## src/rtl/krypton_pkg.sv

```systemverilog
`default_nettype none
// ============================================================================
// Module      : krypton_pkg
// Description : Shared parameters for the Krypton command front end.
// Revision    : 1.0 - initial release
// ============================================================================
package krypton_pkg;

  // Width of command buffer addresses seen by the command processor.
  localparam int ADDR_WIDTH = 32;

endpackage
`default_nettype wire

```

## src/rtl/krypton_cmd_queue_scheduler.sv

```systemverilog
`default_nettype none
// ============================================================================
// Module      : krypton_cmd_queue_scheduler
// Description : Per-queue submission FIFOs, priority-aware round-robin
//               arbiter, single-in-flight launch FSM towards the command
//               processor, per-queue retirement counters and a hang watchdog.
// Revision    : 1.0 - initial release
// ============================================================================
module krypton_cmd_queue_scheduler
  import krypton_pkg::*;
#(
  parameter int NUM_QUEUES = 4,
  parameter int QDEPTH     = 4,
  parameter int QID_W      = $clog2(NUM_QUEUES)
) (
  input  logic                             clk,
  input  logic                             rst_n,
  input  logic [NUM_QUEUES-1:0]            sub_valid,
  output logic [NUM_QUEUES-1:0]            sub_ready,
  input  logic [NUM_QUEUES*ADDR_WIDTH-1:0] sub_base,
  input  logic [NUM_QUEUES*32-1:0]         sub_size,
  input  logic [NUM_QUEUES-1:0]            q_enable,
  input  logic [NUM_QUEUES-1:0]            q_high_prio,
  output logic [ADDR_WIDTH-1:0]            cp_base,
  output logic [31:0]                      cp_size,
  output logic                             cp_start,
  input  logic                             cp_busy,
  input  logic                             cp_done,
  output logic                             done_pulse,
  output logic [QID_W-1:0]                 done_qid,
  output logic [NUM_QUEUES*16-1:0]         retired_count,
  input  logic [31:0]                      timeout_cycles,
  output logic                             hang_flag,
  input  logic                             hang_clear,
  output logic                             sched_idle
);

  localparam int PTR_W = $clog2(QDEPTH);
  localparam int CNT_W = PTR_W + 1;

  typedef enum logic [2:0] {
    S_IDLE   = 3'd0,
    S_LAUNCH = 3'd1,
    S_START  = 3'd2,
    S_RUN    = 3'd3,
    S_RETIRE = 3'd4
  } state_t;

  state_t                 state_q, state_d;
  logic [QID_W-1:0]       grant_q, grant_d;
  logic [QID_W-1:0]       rr_ptr_q, rr_ptr_d;
  logic [ADDR_WIDTH-1:0]  cp_base_q, cp_base_d;
  logic [31:0]            cp_size_q, cp_size_d;
  logic                   cp_start_q, cp_start_d;
  logic                   done_pulse_q, done_pulse_d;
  logic [QID_W-1:0]       done_qid_q, done_qid_d;
  logic [31:0]            wd_cnt_q, wd_cnt_d;
  logic                   hang_q, hang_d;
  logic [15:0]            ret_cnt_q [NUM_QUEUES];
  logic [15:0]            ret_cnt_d [NUM_QUEUES];

  logic [NUM_QUEUES-1:0]  push, pop, full, empty;
  logic [ADDR_WIDTH-1:0]  head_base [NUM_QUEUES];
  logic [31:0]            head_size [NUM_QUEUES];

  logic [NUM_QUEUES-1:0]  eligible, hi_eligible, candidates;
  logic [QID_W-1:0]       pick;
  logic [31:0]            wd_inc;
  logic                   wd_expire;

  // First set bit of req at or above start, wrapping past the top queue.
  function automatic logic [QID_W-1:0] rr_pick(input logic [NUM_QUEUES-1:0] req,
                                               input logic [QID_W-1:0]      start);
    logic [QID_W-1:0] sel;
    logic             found;
    int               idx;
    sel   = '0;
    found = 1'b0;
    for (int k = 0; k < NUM_QUEUES; k++) begin
      idx = int'(start) + k;
      if (idx >= NUM_QUEUES) idx = idx - NUM_QUEUES;
      if (!found && req[idx]) begin
        found = 1'b1;
        sel   = QID_W'(idx);
      end
    end
    return sel;
  endfunction

  // Slots are judged from registered occupancy only, so a same-cycle pop
  // never lets an extra push in.
  assign sub_ready = ~full;
  assign push      = sub_valid & ~full;

  for (genvar gi = 0; gi < NUM_QUEUES; gi++) begin : g_fifo
    logic [ADDR_WIDTH-1:0] base_mem [QDEPTH];
    logic [31:0]           size_mem [QDEPTH];
    logic [PTR_W-1:0]      wr_ptr_q, wr_ptr_d;
    logic [PTR_W-1:0]      rd_ptr_q, rd_ptr_d;
    logic [CNT_W-1:0]      cnt_q, cnt_d;

    assign pop[gi]       = (state_q == S_LAUNCH) && (grant_q == QID_W'(gi));
    assign full[gi]      = (cnt_q == CNT_W'(QDEPTH));
    assign empty[gi]     = (cnt_q == '0);
    assign head_base[gi] = base_mem[rd_ptr_q];
    assign head_size[gi] = size_mem[rd_ptr_q];

    // Pointer and occupancy bookkeeping; push and pop may coincide.
    always_comb begin
      wr_ptr_d = wr_ptr_q + PTR_W'(push[gi]);
      rd_ptr_d = rd_ptr_q + PTR_W'(pop[gi]);
      cnt_d    = cnt_q + CNT_W'(push[gi]) - CNT_W'(pop[gi]);
    end

    // FIFO control registers.
    always_ff @(posedge clk or negedge rst_n) begin
      if (!rst_n) begin
        wr_ptr_q <= '0;
        rd_ptr_q <= '0;
        cnt_q    <= '0;
      end else begin
        wr_ptr_q <= wr_ptr_d;
        rd_ptr_q <= rd_ptr_d;
        cnt_q    <= cnt_d;
      end
    end

    // Entry storage; contents are meaningless while the slot is unoccupied.
    always_ff @(posedge clk) begin
      if (push[gi]) begin
        base_mem[wr_ptr_q] <= sub_base[gi*ADDR_WIDTH +: ADDR_WIDTH];
        size_mem[wr_ptr_q] <= sub_size[gi*32 +: 32];
      end
    end
  end

  for (genvar gi = 0; gi < NUM_QUEUES; gi++) begin : g_ret_out
    assign retired_count[gi*16 +: 16] = ret_cnt_q[gi];
  end

  // Priority class filter followed by round-robin selection.
  always_comb begin
    eligible    = q_enable & ~empty;
    hi_eligible = eligible & q_high_prio;
    candidates  = (|hi_eligible) ? hi_eligible : eligible;
    pick        = rr_pick(candidates, rr_ptr_q);
  end

  // Scheduler next-state, watchdog and retirement bookkeeping.
  always_comb begin
    state_d      = state_q;
    grant_d      = grant_q;
    rr_ptr_d     = rr_ptr_q;
    cp_base_d    = cp_base_q;
    cp_size_d    = cp_size_q;
    cp_start_d   = 1'b0;
    done_pulse_d = 1'b0;
    done_qid_d   = done_qid_q;
    wd_cnt_d     = wd_cnt_q;
    ret_cnt_d    = ret_cnt_q;
    wd_inc       = wd_cnt_q + 32'd1;
    wd_expire    = 1'b0;

    case (state_q)
      S_IDLE: begin
        if (|eligible) begin
          grant_d = pick;
          state_d = S_LAUNCH;
        end
      end
      S_LAUNCH: begin
        cp_base_d = head_base[grant_q];
        cp_size_d = head_size[grant_q];
        // Empty command buffers retire without touching the processor.
        state_d   = (head_size[grant_q] == 32'd0) ? S_RETIRE : S_START;
      end
      S_START: begin
        if (!cp_busy) begin
          cp_start_d = 1'b1;
          wd_cnt_d   = '0;
          state_d    = S_RUN;
        end
      end
      S_RUN: begin
        wd_cnt_d  = wd_inc;
        wd_expire = (timeout_cycles != 32'd0) && (wd_inc == timeout_cycles);
        if (cp_done) state_d = S_RETIRE;
      end
      S_RETIRE: begin
        done_pulse_d       = 1'b1;
        done_qid_d         = grant_q;
        ret_cnt_d[grant_q] = ret_cnt_q[grant_q] + 16'd1;
        rr_ptr_d           = (grant_q == QID_W'(NUM_QUEUES-1)) ? '0 : grant_q + QID_W'(1);
        state_d            = S_IDLE;
      end
      default: state_d = S_IDLE;
    endcase

    // A fresh expiry beats a simultaneous clear.
    hang_d = wd_expire ? 1'b1 : (hang_clear ? 1'b0 : hang_q);
  end

  // Scheduler state and registered outputs.
  always_ff @(posedge clk or negedge rst_n) begin
    if (!rst_n) begin
      state_q      <= S_IDLE;
      grant_q      <= '0;
      rr_ptr_q     <= '0;
      cp_base_q    <= '0;
      cp_size_q    <= '0;
      cp_start_q   <= 1'b0;
      done_pulse_q <= 1'b0;
      done_qid_q   <= '0;
      wd_cnt_q     <= '0;
      hang_q       <= 1'b0;
      for (int i = 0; i < NUM_QUEUES; i++) ret_cnt_q[i] <= '0;
    end else begin
      state_q      <= state_d;
      grant_q      <= grant_d;
      rr_ptr_q     <= rr_ptr_d;
      cp_base_q    <= cp_base_d;
      cp_size_q    <= cp_size_d;
      cp_start_q   <= cp_start_d;
      done_pulse_q <= done_pulse_d;
      done_qid_q   <= done_qid_d;
      wd_cnt_q     <= wd_cnt_d;
      hang_q       <= hang_d;
      ret_cnt_q    <= ret_cnt_d;
    end
  end

  assign cp_base    = cp_base_q;
  assign cp_size    = cp_size_q;
  assign cp_start   = cp_start_q;
  assign done_pulse = done_pulse_q;
  assign done_qid   = done_qid_q;
  assign hang_flag  = hang_q;
  assign sched_idle = (state_q == S_IDLE) && (&empty);

endmodule
`default_nettype wire

```

## config.mk

```make
export PLATFORM = sky130hd
export DESIGN_NAME = krypton_cmd_queue_scheduler
export DESIGN_NICKNAME = d
export VERILOG_FILES = /design/src/rtl/krypton_pkg.sv /design/src/rtl/krypton_cmd_queue_scheduler.sv
export SDC_FILE = /design/constraint.sdc
export NUM_CORES = 1
export LEC_CHECK = 0
export BUFFER_PORTS_ARGS = -buffer_cell sky130_fd_sc_hd__buf_4
export CAP_MARGIN = 25
export CORE_AREA = 2 2 292 323
export CTS_CLUSTER_DIAMETER = 100
export CTS_CLUSTER_SIZE = 30
export DETAILED_ROUTE_END_ITERATION = 8
export DIE_AREA = 0 0 294 325
export PLACE_DENSITY = 0.75
export SYNTH_ARGS = -nofsm -noshare
export SYNTH_HDL_FRONTEND = slang
export SYNTH_SLANG_ARGS = --single-unit
```

## constraint.sdc

```tcl
create_clock -name clk -period 6 [get_ports clk]
set_input_delay 0.3 -clock clk [delete_from_list [all_inputs] [get_ports clk]]
set_output_delay 0.3 -clock clk [all_outputs]
set_load 0.02 [all_outputs]
```

==> results.json <==
{
  "outcome": "finished, final reports clean",
  "start_kind": "flop",
  "path_class": "reg -> reg",
  "vias_per_cell": 6.19,
  "grt_pass1_vias": 28074,
  "dieArea_um2": 95600,
  "drt_first_pass_iters": 6,
  "combPwrFrac_pct": 35.3,
  "fin_crit_ns": 3.67,
  "netlist_area_um2": 48400,
  "drive_gt1_share_pct": 27.8,
  "power.internal_mw": 16.9,
  "layout_common_cells": "1024 x edfxtp_1, 484 x buf_4, 296 x mux4_2",
  "max_slew_margin_pct": 26.2,
  "seqPwrFrac_pct": 48.9,
  "die_h_um": 325,
  "ir_drop_mv": 0.303,
  "multiInputGateArea_um2": 12100,
  "syn-mean-instance-area_um2": 19.0,
  "crit_start": "g_fifo[0].rd_ptr_q[0]",
  "synth_cell_types": 67,
  "finalSetupTns_ns": 0,
  "clock-sinks": 1224,
  "clock_path_buffers": 3,
  "ys_warn_count": 0,
  "rsz0062_at_grt": "false",
  "leakagePower_nw": 20.2,
  "coreArea_um2": 92100,
  "worst_slew_pin_slew_ns": 1.11,
  "grt_usage_pct": 26.7,
  "fin_crit_sh_pct": 61.2,
  "cap_violations": 0,
  "synth_edf_count": 1024,
  "area_growth_pct": 18.7,
  "nNetsFinal": 3540,
  "hold_viol": 0,
  "path_clk_slew_ns": 0.12,
  "cts_root_buffer": "clkbuf_16",
  "drc_errors": 0,
  "r2r-start": "g_fifo[0].rd_ptr_q[0]",
  "clock_power_share_pct": 15.8,
  "antenna_found_initial": 37,
  "routedWlPerCell_um": 28.6,
  "grt-ovfl-total": 0,
  "yosysSeqAreaShare_pct": 73.8,
  "ioPinCount": 443,
  "async_flop_share_pct": 16.3,
  "setup_viol": 0,
  "sw_frac_of_total_pct": 34.2,
  "detail-route-antenna-nets": 0,
  "rr_worst_depth": 9,
  "tritoncts": "yes",
  "critical_path.max_fanout": 30,
  "syn_inst": 2543,
  "clock_skew_ns": 0.0227,
  "place.port_buffers": 442,
  "timing.rr.end": "state_q[1]",
  "grt_pass1_wl_um": 187000,
  "dominantRegCellSynth": "edfxtp_1",
  "dp_hpwl_um": 83200,
  "min-delay-path-class": "in -> reg",
  "max_freq_mhz": 272,
  "crit_path_end": "state_q[1]",
  "p_sw_mw": 8.81,
  "power.total_mw": 25.8,
  "via_count": 27629,
  "start_util_pct": 52.6,
  "rows": 117,
  "worstPathRequired_ns": 6.51,
  "die_x_um": 294,
  "cts_buffers": 47,
  "n_fill_cell": 6271,
  "insertion_delay_ns": 0.67,
  "place.gp.congestion": 0.874,
  "htreeDepth": 2,
  "final_common_cell": "edfxtp_1",
  "crit_arrival_ns": 4.18,
  "synth-seq-cells": 1224,
  "drtIter0Drc": 2923,
  "reg2reg_slack_ns": 2.33,
  "drt-total-wl_um": 128000,
  "slew_viol_final": 0,
  "p_per_area_nw_per_um2": 448,
  "grt_start_max_net_pins": 106,
  "seq_area_um2": 35800,
  "cp-end-kind": "flop",
  "synth_nets": 2874
}
[how the worst min path moves through the flow]
stage                                  start           endpoint  cells past startpoint
after floorplan                        rst_n         cp_base[0]                      0
after global placement                 rst_n  retired_count[15]                      1
after detailed placement               rst_n  retired_count[15]                      1
after CTS                 timeout_cycles[29]          hang_flag                      3
after global routing      timeout_cycles[29]          hang_flag                      3
final                     timeout_cycles[29]          hang_flag                      3
[critical path, stage by stage, from the launching register on]
cell,delay [ns]
dfrtp_4,0.70
buf_4,0.66
mux4_2,0.60
nand2_1,0.08
nand2_1,0.09
nor3_1,0.13
a31oi_1,0.15
or4_1,0.57
nor4_2,0.35
o22ai_1,0.13
[sequential cells by signal, indices dropped and copies added (netlist names)]
| signal | count |
|---|---|
| g_fifo.wr_ptr_q | 8 |
| g_fifo.size_mem | 512 |
| done_qid | 2 |
| g_fifo.cnt_q | 12 |
| cp_base | 32 |
| wd_cnt_q | 32 |
| grant_q | 2 |
| cp_start | 1 |
| state_q | 3 |
| g_fifo.base_mem | 512 |
| hang_flag | 1 |
| cp_size | 32 |
| rr_ptr_q | 2 |
| done_pulse | 1 |
| retired_count | 64 |
| g_fifo.rd_ptr_q | 8 |
[area by class of cell]
| type | count | area share (%) |
|---|---|---|
| multi-input combinational | 1153 | 21.1 |
| antenna | 28 | 0.122 |
| tap | 1190 | 2.59 |
| timing repair buffer | 754 | 11.3 |
| clock inverter | 7 | 0.168 |
| sequential | 1224 | 62.3 |
| clock buffer | 81 | 2.31 |
| inverter | 29 | 0.192 |
[logic make-up (layout without fill, tap and decap cells)]
group | Yosys count | after routing | synth area share, %
xor gates and xnor gates | 67 | 67 | 1.21
and+or+nand+nor | 461 | 461 | 4.45
AOI/OAI and AO/OA | 267 | 267 | 3.50
muxes | 332 | 332 | 14.8
other | 0 | 28 | 0
buffers and inverters | 166 | 871 | 1.48
adders and majority gates | 26 | 26 | 0.734
DFF | 1224 | 1224 | 73.8
[Yosys cell counts (6+ instances only)]
| master | number | share of area, % |
|---|---|---|
| edfxtp_1 | 1024 | 63 |
| mux4_2 | 296 | 14 |
| dfrtp_1 | 200 | 10 |
| nand2_1 | 189 | 1.5 |
| nor2_1 | 115 | 0.89 |
| clkbuf_1 | 82 | 0.64 |
| a21oi_1 | 81 | 0.84 |
| o21ai_0 | 69 | 0.71 |
| xnor2_1 | 39 | 0.71 |
| xor2_1 | 28 | 0.51 |
| inv_1 | 27 | 0.21 |
| nand3_1 | 27 | 0.28 |
| buf_1 | 24 | 0.19 |
| a22o_1 | 22 | 0.40 |
| ha_1 | 22 | 0.57 |
| a221oi_1 | 19 | 0.34 |
| buf_2 | 19 | 0.20 |
| nand4_1 | 19 | 0.25 |
| o31ai_1 | 19 | 0.29 |
| and3_1 | 18 | 0.23 |
| a22oi_1 | 17 | 0.26 |
| mux2_2 | 17 | 0.40 |
| nor3_1 | 17 | 0.18 |
| and2_1 | 16 | 0.21 |
| nor4_1 | 15 | 0.19 |
| mux2i_1 | 11 | 0.23 |
| and4_1 | 9 | 0.16 |
| a31oi_1 | 8 | 0.10 |
| mux4_1 | 8 | 0.43 |
| nand2b_1 | 7 | 0.090 |
| nor3b_1 | 7 | 0.11 |
| o22ai_1 | 6 | 0.078 |
| o41ai_1 | 6 | 0.11 |
[metrics by stage]
step	setup slack [ns]	util (%)	std cells	hold WS (ns)	cell area (um2)
finish	2.33	62.4	4466	0.129	57500
detailed placement	2.18	57.9	4086	0.429	53300
CTS	2.17	62.2	4434	0.0844	57300
global placement	2.04	57.8	4082	0.438	53200
floorplan	0.296	-	2543	0.00441	48500
global route	2.09	62.4	4451	0.117	57400
[power by group through the flow]
stage          Combinational, mW  Sequential (mW)  Clock [mW]
2_1_floorplan               5.58             12.6           0
5_1_grt                     9.64             12.8        4.41
3_3_place_gp                8.39             12.9           0
6_report                    9.09             12.6        4.08
3_5_place_dp                8.79             12.9           0
4_1_cts                     8.98             12.7        4.14
[what timing repair did]
action                     4_1_cts  5_1_grt
hold endpoints to repair      1123        0
setup buffers                    0        0
hold buffers                   260        0
setup endpoints to repair        0        0
gates resized for setup          0        0
[per-layer routing]
metal	wire, um	track usage, %
met1	47900	35.9
met2	64100	45.1
met3	12300	5.87
met4	2970	5.94
met5	225	0
(Power assumes the default switching activity.)
